File: config.mk
export PLATFORM = sky130hd
export DESIGN_NAME = instr_load_mem_flat
export DESIGN_NICKNAME = d
export VERILOG_FILES = /design/src/rtl/instr_load_mem_if.sv /design/src/rtl/instr_load_mem.sv /design/src/flat_wrapper.sv
export SDC_FILE = /design/constraint.sdc
export NUM_CORES = 2
export LEC_CHECK = 0
export CAP_MARGIN = 30
export CORE_MARGIN = 8
export CORE_UTILIZATION = 48
export CTS_CLUSTER_DIAMETER = 100
export DETAILED_ROUTE_END_ITERATION = 8
export PLACE_DENSITY = 0.63
export SYNTH_ARGS = -nofsm -noshare
export SYNTH_HDL_FRONTEND = slang
export SYNTH_SLANG_ARGS = --single-unit
File: constraint.sdc
create_clock -name clk -period 21.2 [get_ports clk]
set_input_delay 5.3 -clock clk [delete_from_list [all_inputs] [get_ports clk]]
set_output_delay 5.3 -clock clk [all_outputs]
set_load 0.05 [all_outputs]
File: src/rtl/instr_load_mem_if.sv
// Load/fetch bus between the host loader + fetch stage (master) and instr_load_mem (slave).
interface instr_load_mem_if #(
    parameter int unsigned DATA_W = 32,
    parameter int unsigned PC_W   = 32,
    parameter int unsigned DEPTH  = 64
) ();
    localparam int unsigned LEN_W = $clog2(DEPTH) + 1;

    logic              LoadInstructions;
    logic [DATA_W-1:0] Instruction;
    logic              fetch_en;
    logic [PC_W-1:0]   pc;
    logic [DATA_W-1:0] instr_out;
    logic              instr_valid;
    logic              oob;
    logic [LEN_W-1:0]  prog_len;
    logic              loading;
    logic              load_done;
    logic              overflow;

    modport master (
        output LoadInstructions, Instruction, fetch_en, pc,
        input  instr_out, instr_valid, oob, prog_len, loading, load_done, overflow
    );

    modport slave (
        input  LoadInstructions, Instruction, fetch_en, pc,
        output instr_out, instr_valid, oob, prog_len, loading, load_done, overflow
    );
endinterface

File: src/rtl/instr_load_mem.sv
// Instruction memory: streaming burst loader plus one-cycle registered fetch port.
// Memory contents and program length are deliberately kept across Reset.
module instr_load_mem #(
    parameter int unsigned       DATA_W    = 32,
    parameter int unsigned       DEPTH     = 64,
    parameter int unsigned       PC_W      = 32,
    parameter int unsigned       BYTE_ADDR = 1,
    parameter logic [DATA_W-1:0] NOP       = '0
) (
    input  logic           clk,
    input  logic           Reset,
    instr_load_mem_if.slave bus
);
    localparam int unsigned AW    = $clog2(DEPTH);
    localparam int unsigned LEN_W = AW + 1;

    typedef enum logic [1:0] {IDLE, LOAD, RUN} state_e;

    state_e            state_q, state_d;
    logic [LEN_W-1:0]  wr_ptr_q, wr_ptr_d;
    logic [LEN_W-1:0]  prog_len_q, prog_len_d;
    logic              overflow_q, overflow_d;
    logic              load_done_q, load_done_d;
    logic              loading_q, loading_d;
    logic [DATA_W-1:0] instr_out_q, instr_out_d;
    logic              instr_valid_q, instr_valid_d;
    logic              oob_q, oob_d;

    logic              mem_we;
    logic [AW-1:0]     mem_waddr;
    logic [PC_W-1:0]   fetch_idx;
    logic [DATA_W-1:0] mem [DEPTH];

    // Next-state, load bookkeeping and fetch result
    always_comb begin
        state_d       = state_q;
        wr_ptr_d      = wr_ptr_q;
        prog_len_d    = prog_len_q;
        overflow_d    = overflow_q;
        load_done_d   = 1'b0;
        instr_out_d   = instr_out_q;
        instr_valid_d = instr_valid_q;
        oob_d         = oob_q;
        mem_we        = 1'b0;
        mem_waddr     = AW'(0);
        fetch_idx     = (BYTE_ADDR != 0) ? (bus.pc >> 2) : bus.pc;

        case (state_q)
            IDLE, RUN: begin
                if (bus.LoadInstructions) begin
                    state_d    = LOAD;
                    mem_we     = 1'b1;
                    mem_waddr  = AW'(0);
                    wr_ptr_d   = LEN_W'(1);
                    prog_len_d = LEN_W'(1);
                    overflow_d = 1'b0;
                end
            end
            LOAD: begin
                if (bus.LoadInstructions) begin
                    if (wr_ptr_q < LEN_W'(DEPTH)) begin
                        mem_we     = 1'b1;
                        mem_waddr  = wr_ptr_q[AW-1:0];
                        wr_ptr_d   = wr_ptr_q + LEN_W'(1);
                        prog_len_d = prog_len_q + LEN_W'(1);
                    end else begin
                        overflow_d = 1'b1;
                    end
                end else begin
                    state_d     = RUN;
                    load_done_d = 1'b1;
                end
            end
            default: state_d = IDLE;
        endcase

        // Reset beats a simultaneous load: no write, program length untouched
        if (Reset) begin
            mem_we     = 1'b0;
            prog_len_d = prog_len_q;
        end

        loading_d = (state_d == LOAD);

        if ((state_q == LOAD) || bus.LoadInstructions) begin
            instr_out_d   = NOP;
            instr_valid_d = 1'b0;
            oob_d         = 1'b0;
        end else if (bus.fetch_en) begin
            instr_valid_d = 1'b1;
            if (fetch_idx < PC_W'(prog_len_q)) begin
                instr_out_d = mem[fetch_idx[AW-1:0]];
                oob_d       = 1'b0;
            end else begin
                instr_out_d = NOP;
                oob_d       = 1'b1;
            end
        end
    end

    always_ff @(posedge clk) begin
        if (Reset) begin
            state_q       <= IDLE;
            wr_ptr_q      <= LEN_W'(0);
            overflow_q    <= 1'b0;
            load_done_q   <= 1'b0;
            loading_q     <= 1'b0;
            instr_out_q   <= NOP;
            instr_valid_q <= 1'b0;
            oob_q         <= 1'b0;
        end else begin
            state_q       <= state_d;
            wr_ptr_q      <= wr_ptr_d;
            overflow_q    <= overflow_d;
            load_done_q   <= load_done_d;
            loading_q     <= loading_d;
            instr_out_q   <= instr_out_d;
            instr_valid_q <= instr_valid_d;
            oob_q         <= oob_d;
        end
    end

    // Unreset storage: survives Reset by design
    always_ff @(posedge clk) begin
        prog_len_q <= prog_len_d;
        if (mem_we) begin
            mem[mem_waddr] <= bus.Instruction;
        end
    end

    assign bus.instr_out   = instr_out_q;
    assign bus.instr_valid = instr_valid_q;
    assign bus.oob         = oob_q;
    assign bus.prog_len    = prog_len_q;
    assign bus.loading     = loading_q;
    assign bus.load_done   = load_done_q;
    assign bus.overflow    = overflow_q;
endmodule

File: src/flat_wrapper.sv
// flat-port wrapper written by rule: the top's interface ports become plain ports
module instr_load_mem_flat 
#(
    parameter int unsigned       DATA_W    = 32,
    parameter int unsigned       DEPTH     = 64,
    parameter int unsigned       PC_W      = 32,
    parameter int unsigned       BYTE_ADDR = 1,
    parameter logic [DATA_W-1:0] NOP       = '0
)
  (clk, Reset, bus_LoadInstructions, bus_Instruction, bus_fetch_en, bus_pc, bus_instr_out, bus_instr_valid, bus_oob, bus_prog_len, bus_loading, bus_load_done, bus_overflow);
  instr_load_mem_if #(.DATA_W(DATA_W), .PC_W(PC_W), .DEPTH(DEPTH)) bus_i ();
  input  logic clk;
  input  logic Reset;
  input wire logic [$bits(bus_i.LoadInstructions)-1:0] bus_LoadInstructions;
  input wire logic [$bits(bus_i.Instruction)-1:0] bus_Instruction;
  input wire logic [$bits(bus_i.fetch_en)-1:0] bus_fetch_en;
  input wire logic [$bits(bus_i.pc)-1:0] bus_pc;
  output wire logic [$bits(bus_i.instr_out)-1:0] bus_instr_out;
  output wire logic [$bits(bus_i.instr_valid)-1:0] bus_instr_valid;
  output wire logic [$bits(bus_i.oob)-1:0] bus_oob;
  output wire logic [$bits(bus_i.prog_len)-1:0] bus_prog_len;
  output wire logic [$bits(bus_i.loading)-1:0] bus_loading;
  output wire logic [$bits(bus_i.load_done)-1:0] bus_load_done;
  output wire logic [$bits(bus_i.overflow)-1:0] bus_overflow;
  assign bus_i.LoadInstructions = bus_LoadInstructions;
  assign bus_i.Instruction = bus_Instruction;
  assign bus_i.fetch_en = bus_fetch_en;
  assign bus_i.pc = bus_pc;
  assign bus_instr_out = bus_i.instr_out;
  assign bus_instr_valid = bus_i.instr_valid;
  assign bus_oob = bus_i.oob;
  assign bus_prog_len = bus_i.prog_len;
  assign bus_loading = bus_i.loading;
  assign bus_load_done = bus_i.load_done;
  assign bus_overflow = bus_i.overflow;
  instr_load_mem #(.DATA_W(DATA_W), .DEPTH(DEPTH), .PC_W(PC_W), .BYTE_ADDR(BYTE_ADDR), .NOP(NOP)) u_core (.clk(clk), .Reset(Reset), .bus(bus_i));
endmodule
* Word-level counts from Yosys, hierarchy flattened *
Memories as Yosys holds them, arrays and structs flattened.
Cells that the tools add are included.

cells by class
  add/subtract/negate cells = 2
  multipliers = 0
  div/mod/pow operators = 0
  magnitude comparators = 2
  equality and inequality tests = 7
  shift operators = 0
  muxes and demuxes = 27
  bitwise operators = 2
  reduce and logical (&&, ||, !) cells = 9

operators by type and width
  operator                                                                  count
  7-bit 2-to-1 mux                                                          5
  32-bit 2-to-1 mux                                                         1
  30-bit by 7-bit less-than comparator with 1-bit output                    1
  7-bit one-hot mux with 2 select lines                                     2
  6-bit 2-to-1 mux                                                          3
  7-bit by 1-bit adder with 7-bit output (second input constant)            2
  1-bit 2-to-1 mux                                                          11
  4-bit AND reduction                                                       2
  7-bit less-than comparator (second input constant)                        1
  2-bit inequality test (second input constant)                             3
  2-bit OR reduction                                                        3
  5-bit AND reduction                                                       1
  2-bit by 1-bit == test with 1-bit output (second input constant)          2
  2-bit 2-to-1 mux                                                          2
  1-bit one-hot mux with 2 select lines                                     2
  2-bit one-hot mux with 2 select lines                                     1
  2-bit == test (second input constant)                                     1
  2-bit zero test                                                           1
  2-bit by 1-bit inequality test with 1-bit output (second input constant)  1
  1-bit NOT                                                                 2
  2-bit nonzero test                                                        1
  1-bit logical OR                                                          1

word-level totals
  flip-flop bits (word level) = 53
  latch bits = 0
  memory bits (writable) = 2,048
  bits in read-only memories = 0
  output and inout port bits = 44
  memories kept = 1

memories
  name        depth  width  rd ports  clocked after memory_dff  write ports  RTL line              source
  u_core.mem  64     32     1         0                         1            instr_load_mem.sv:32  logic [DATA_W-1:0] mem [DEPTH];

* Logic depth before layout (Yosys ltp) *
  depth in word-level cells = 7
  gate-level depth with buffers = 12

* Worst setup path after synthesis *
OpenSTA, ideal clock, no wires.

  kind = input -> register
  start point = input bus_LoadInstructions
  end point = memory u_core.mem[44][0] (enable)
  library setup time = 0.502 ns
  arrival = 9.807 ns
  required time = 20.698 ns
  setup slack = 10.892 ns
  stages = 5
  buffers on the path = 1
  path through = clkbuf_1 -> nand2b_1 -> nor2_1 -> nand4_1 -> nor4_1

on the way
  word-level cells in the longest chain between the ends = 5

ends and longest elaborated chain
  what                                        RTL line                                    source
  from (decl)                                 flat_wrapper.sv:14                          input wire logic [$bits(bus_i.LoadInstructions)-1:0] bus_LoadInstructions;
  1-bit 2-to-1 mux, on equally long branches  instr_load_mem.sv:60, instr_load_mem.sv:50
  1-bit one-hot mux with 2 select lines       instr_load_mem.sv:48                        case (state_q)
  1-bit 2-to-1 mux                            instr_load_mem.sv:78                        if (Reset) begin
  1-bit 2-to-1 mux                            instr_load_mem.sv:126                       if (mem_we) begin
  1-bit 2-to-1 mux (implied by the code)      instr_load_mem.sv:127                       mem[mem_waddr] <= bus.Instruction;
  to (decl)                                   instr_load_mem.sv:32

Parallel ways exist; a longest one is shown, timed or not.

* Worst setup path in the final report *
  start point = input bus_pc[2]
  end point = register u_core.instr_out_q[0] (netlist: u_core.bus.instr_out[0])

on the way
  word-level cells in the longest chain between the ends = 2

ends and longest elaborated chain
  what                                                                                          RTL line               source
  from (decl)                                                                                   flat_wrapper.sv:17     input wire logic [$bits(bus_i.pc)-1:0] bus_pc;
  30-bit by 7-bit less-than comparator with 1-bit output or memory 64 x 32 bit (tied branches)  n/a
  32-bit 2-to-1 mux (*)                                                                         instr_load_mem.sv:91   if (fetch_idx < PC_W'(prog_len_q)) begin
  to (signal assigned)                                                                          instr_load_mem.sv:117  instr_out_q <= instr_out_d;
  to (decl)                                                                                     instr_load_mem.sv:25   logic [DATA_W-1:0] instr_out_q, instr_out_d;

Every way passes the cells marked *; elsewhere a longest branch is shown, timed or not.
A chain may end at the register's enable or synchronous reset.

==> run metrics <==
area of the multi-input gates=17500 um^2; post-DR wirelength/cell=33.9 um; hold_ws=0.467 ns; main combinational cell family by area after synthesis=multiplexers; Layout Skew=0.0489 ns; chip height=426 um; register bit total from synthesis=2101; worst-path fanout max=89; Synth top area share=0.763; post-synthesis adder-cell area fraction=0.00124; Least-Margin Pin Slew=1.17 ns; status=finished clean; min-delay worst type=reg -> reg; critical path's top delay family=compound AO/OA/AOI/OAI gates; Leak Pwr=28.9 nW; total gr overflow=0; global routing's busiest layer=met2; CTS tree=yes; post-synth top area cell=edfxtp_1; period utilization=0.428; worst setup path class=in -> reg; Synth async-reset ratio=0; XOR/XNOR share of the synthesized area=0.000975; Vias=39.6k; Total Power=0.00853 W; vias in the first global route=39.6k; commonest cells in the netlist=edfxtp_1 (2055), mux4_2 (492), mux2i_1 (171), nor2_1 (104), nand2_1 (96); Netlist Area Pre-Place=80800 um^2; clock sinks=2101; PortBufs=109; cell area after layout=92200 um^2; Setup Buffers After CTS=0; area of the die=182000 um^2; core footprint=167000 um^2; clock root buffer=clkbuf_16; endpoints failing hold=0; antenna violations before repair=9; first-pass GRT wire length=302000 um; Resized cells post-CTS=0; CTS Buffer Depth=3; Post-synth EDFFs=2055; post-synthesis sequential area ratio=0.775; number of hold buffers added after CTS=0; Via density=6.26; FMAX=0.110 GHz; mux contribution to synthesized area=0.162; met1 Use GR=0.317; Avg Cell Area, Syn=22.0 um^2; Sequential cell area=62600 um^2; Cells after Synth=3674; clk_lat worst skew=0.83 ns; Initial DRT Pass Iterations=5; most common cell in the netlist=edfxtp_1; Setup crit start kind=primary input; Simple-Gate Fraction of Synth Area=0.0241; drc violations=0; top cells by area, synth=edfxtp_1 (76%), mux4_2 (14%), mux2i_1 (2.1%), dfxtp_1 (1.1%), nor2_1 (0.48%); Compound-Gate Fraction of Synth Area=0.0224; dpl hpwl=120000 um; slowest cell on the critical path=a2111oi_0; Placed Area=85300 um^2; Req. time, crit path=21.91 ns; area grow syn2layout=14.0%; Rel. slew slack=0.203; met2 global-route usage=0.395; Antenna Nets Post-Route=0; Max Transition Viols Final=0; post-route minimum period=9.07 ns; setup tns final=0 ns; max_cap viols=0; Num CTS Buffers=208; Tot GR Track Use=0.234; ys flop type=edfxtp_1; register clock-pin slew on the reported worst setup and hold paths=0.06 ns; max incr delay on CP=1.00 ns; Post-Route WL=215000 um; Final setup viols=0; Yosys cell types=67; Pwr Density=92.5 nW/um^2; RSZ-0062 raised after global routing=no; layout cells sized above 1=0.256; Synthesized Nets=3750; Crit. End Element=flip-flop; maximum number of pins on one net before global-route repair=118; crit-path cells=buf_8 > buf_4 > buf_12 > mux4_2 > and2_0 > a2111oi_0 > a31oi_1 > o2111ai_1 > o21ai_1; die width=426 um; met3 Usage GRT=0.0423; synth warn=0; DRT iter0 DRCs=4673; row count=150; Peak VDD IR=0.0000895 V; Core Util, Final=0.551; GPL Wtd Cong=0.793; initial core utilization=0.483; Fillers=12.4k; H-tree Lvls=4; crit path buf inv count=3; Layout Nets=4017; CP arrival=9.78 ns; I/O pin count=112
metrics by stage:
step | cells | setup WS [ns]
floorplan | 3674 | 10.89
global placement | 5901 | 11.15
detailed placement | 5924 | 11.50
CTS | 6312 | 12.39
global route | 6323 | 12.18
finish | 6325 | 12.13
final timing paths:
| path | start | end | slack, ns | depth (start not counted) |
|---|---|---|---|---|
| setup reg to reg | u_core.state_q[0] | u_core.mem[55][14] | 16.44 | 7 |
| hold reg to reg | u_core.bus.instr_out[1] | u_core.bus.instr_out[1] | 0.47 | 2 |
| hold / removal | u_core.bus.instr_out[1] | u_core.bus.instr_out[1] | 0.47 | 2 |
| setup / recovery | bus_pc[2] | u_core.bus.instr_out[0] | 12.13 | 9 |
metal layers:
metal / vias to the layer above / share of wire
li1: 16100 / -
met4: 4 / 0.027
met1: 21500 / 0.39
met5: - / 0.00013
met2: 1729 / 0.50
met3: 317 / 0.076
where the power goes:
| part | switching [W] | internal [W] | leakage (nW) | total [W] |
|---|---|---|---|---|
| clock network | 0.00157 | 0.00202 | 3.24 | 0.00359 |
| logic | 0.000234 | 0.000147 | 6.78 | 0.000380 |
| registers | 0.00000251 | 0.00456 | 18.8 | 0.00456 |
| total | 0.00180 | 0.00673 | 28.9 | 0.00853 |
layout make-up:
cell class,instances,area share
Tap cell,2204,0.0299
Antenna cell,2,0.0000543
Sequential cell,2101,0.679
Timing Repair Buffer,257,0.0276
Inverter,11,0.000448
Multi-Input combinational cell,1362,0.190
Clock inverter,100,0.0111
Clock buffer,288,0.0613
flip-flops by register name (all words and copies together), names as in the netlist:
register	count
u_core.mem	2048
u_core.bus.instr_out	32
u_core.bus.loading	1
u_core.bus.load_done	1
u_core.state_q	2
u_core.wr_ptr_q	7
u_core.bus.overflow	1
u_core.bus.oob	1
u_core.bus.instr_valid	1
u_core.bus.prog_len	7
layout by cell type (no fill, tap or decap), types with 33 or more instances in the layout:
| cell type | n |
|---|---|
| clkbuf_16 | 209 |
| clkbuf_1 | 67 |
| nand3_1 | 55 |
| o21ai_0 | 44 |
| edfxtp_1 | 2055 |
| buf_2 | 33 |
| clkdlybuf4s50_1 | 71 |
| mux4_2 | 492 |
| dfxtp_1 | 46 |
| nand2_1 | 96 |
| nor2_4 | 58 |
| buf_4 | 111 |
| a22oi_1 | 47 |
| mux2i_1 | 171 |
| clkinv_1 | 43 |
| nor2_1 | 45 |
worst register-to-register path: stages, from the launching register on:
cell	delay (ns)
dfxtp_1	0.46
nor2b_1	0.72
and3_1	0.47
nand2_1	0.23
nor3_1	0.34
nand3_1	0.66
nor2_4	0.97
buf_4	0.53
cell families after synthesis:
kind of cell	count (synthesis)
simple gates	402
mux	684
flops	2101
buf+inv	211
xor+xnor	9
compound gates	259
fa+ha+maj	8
Note: power is estimated with default switching activity, not from simulation.
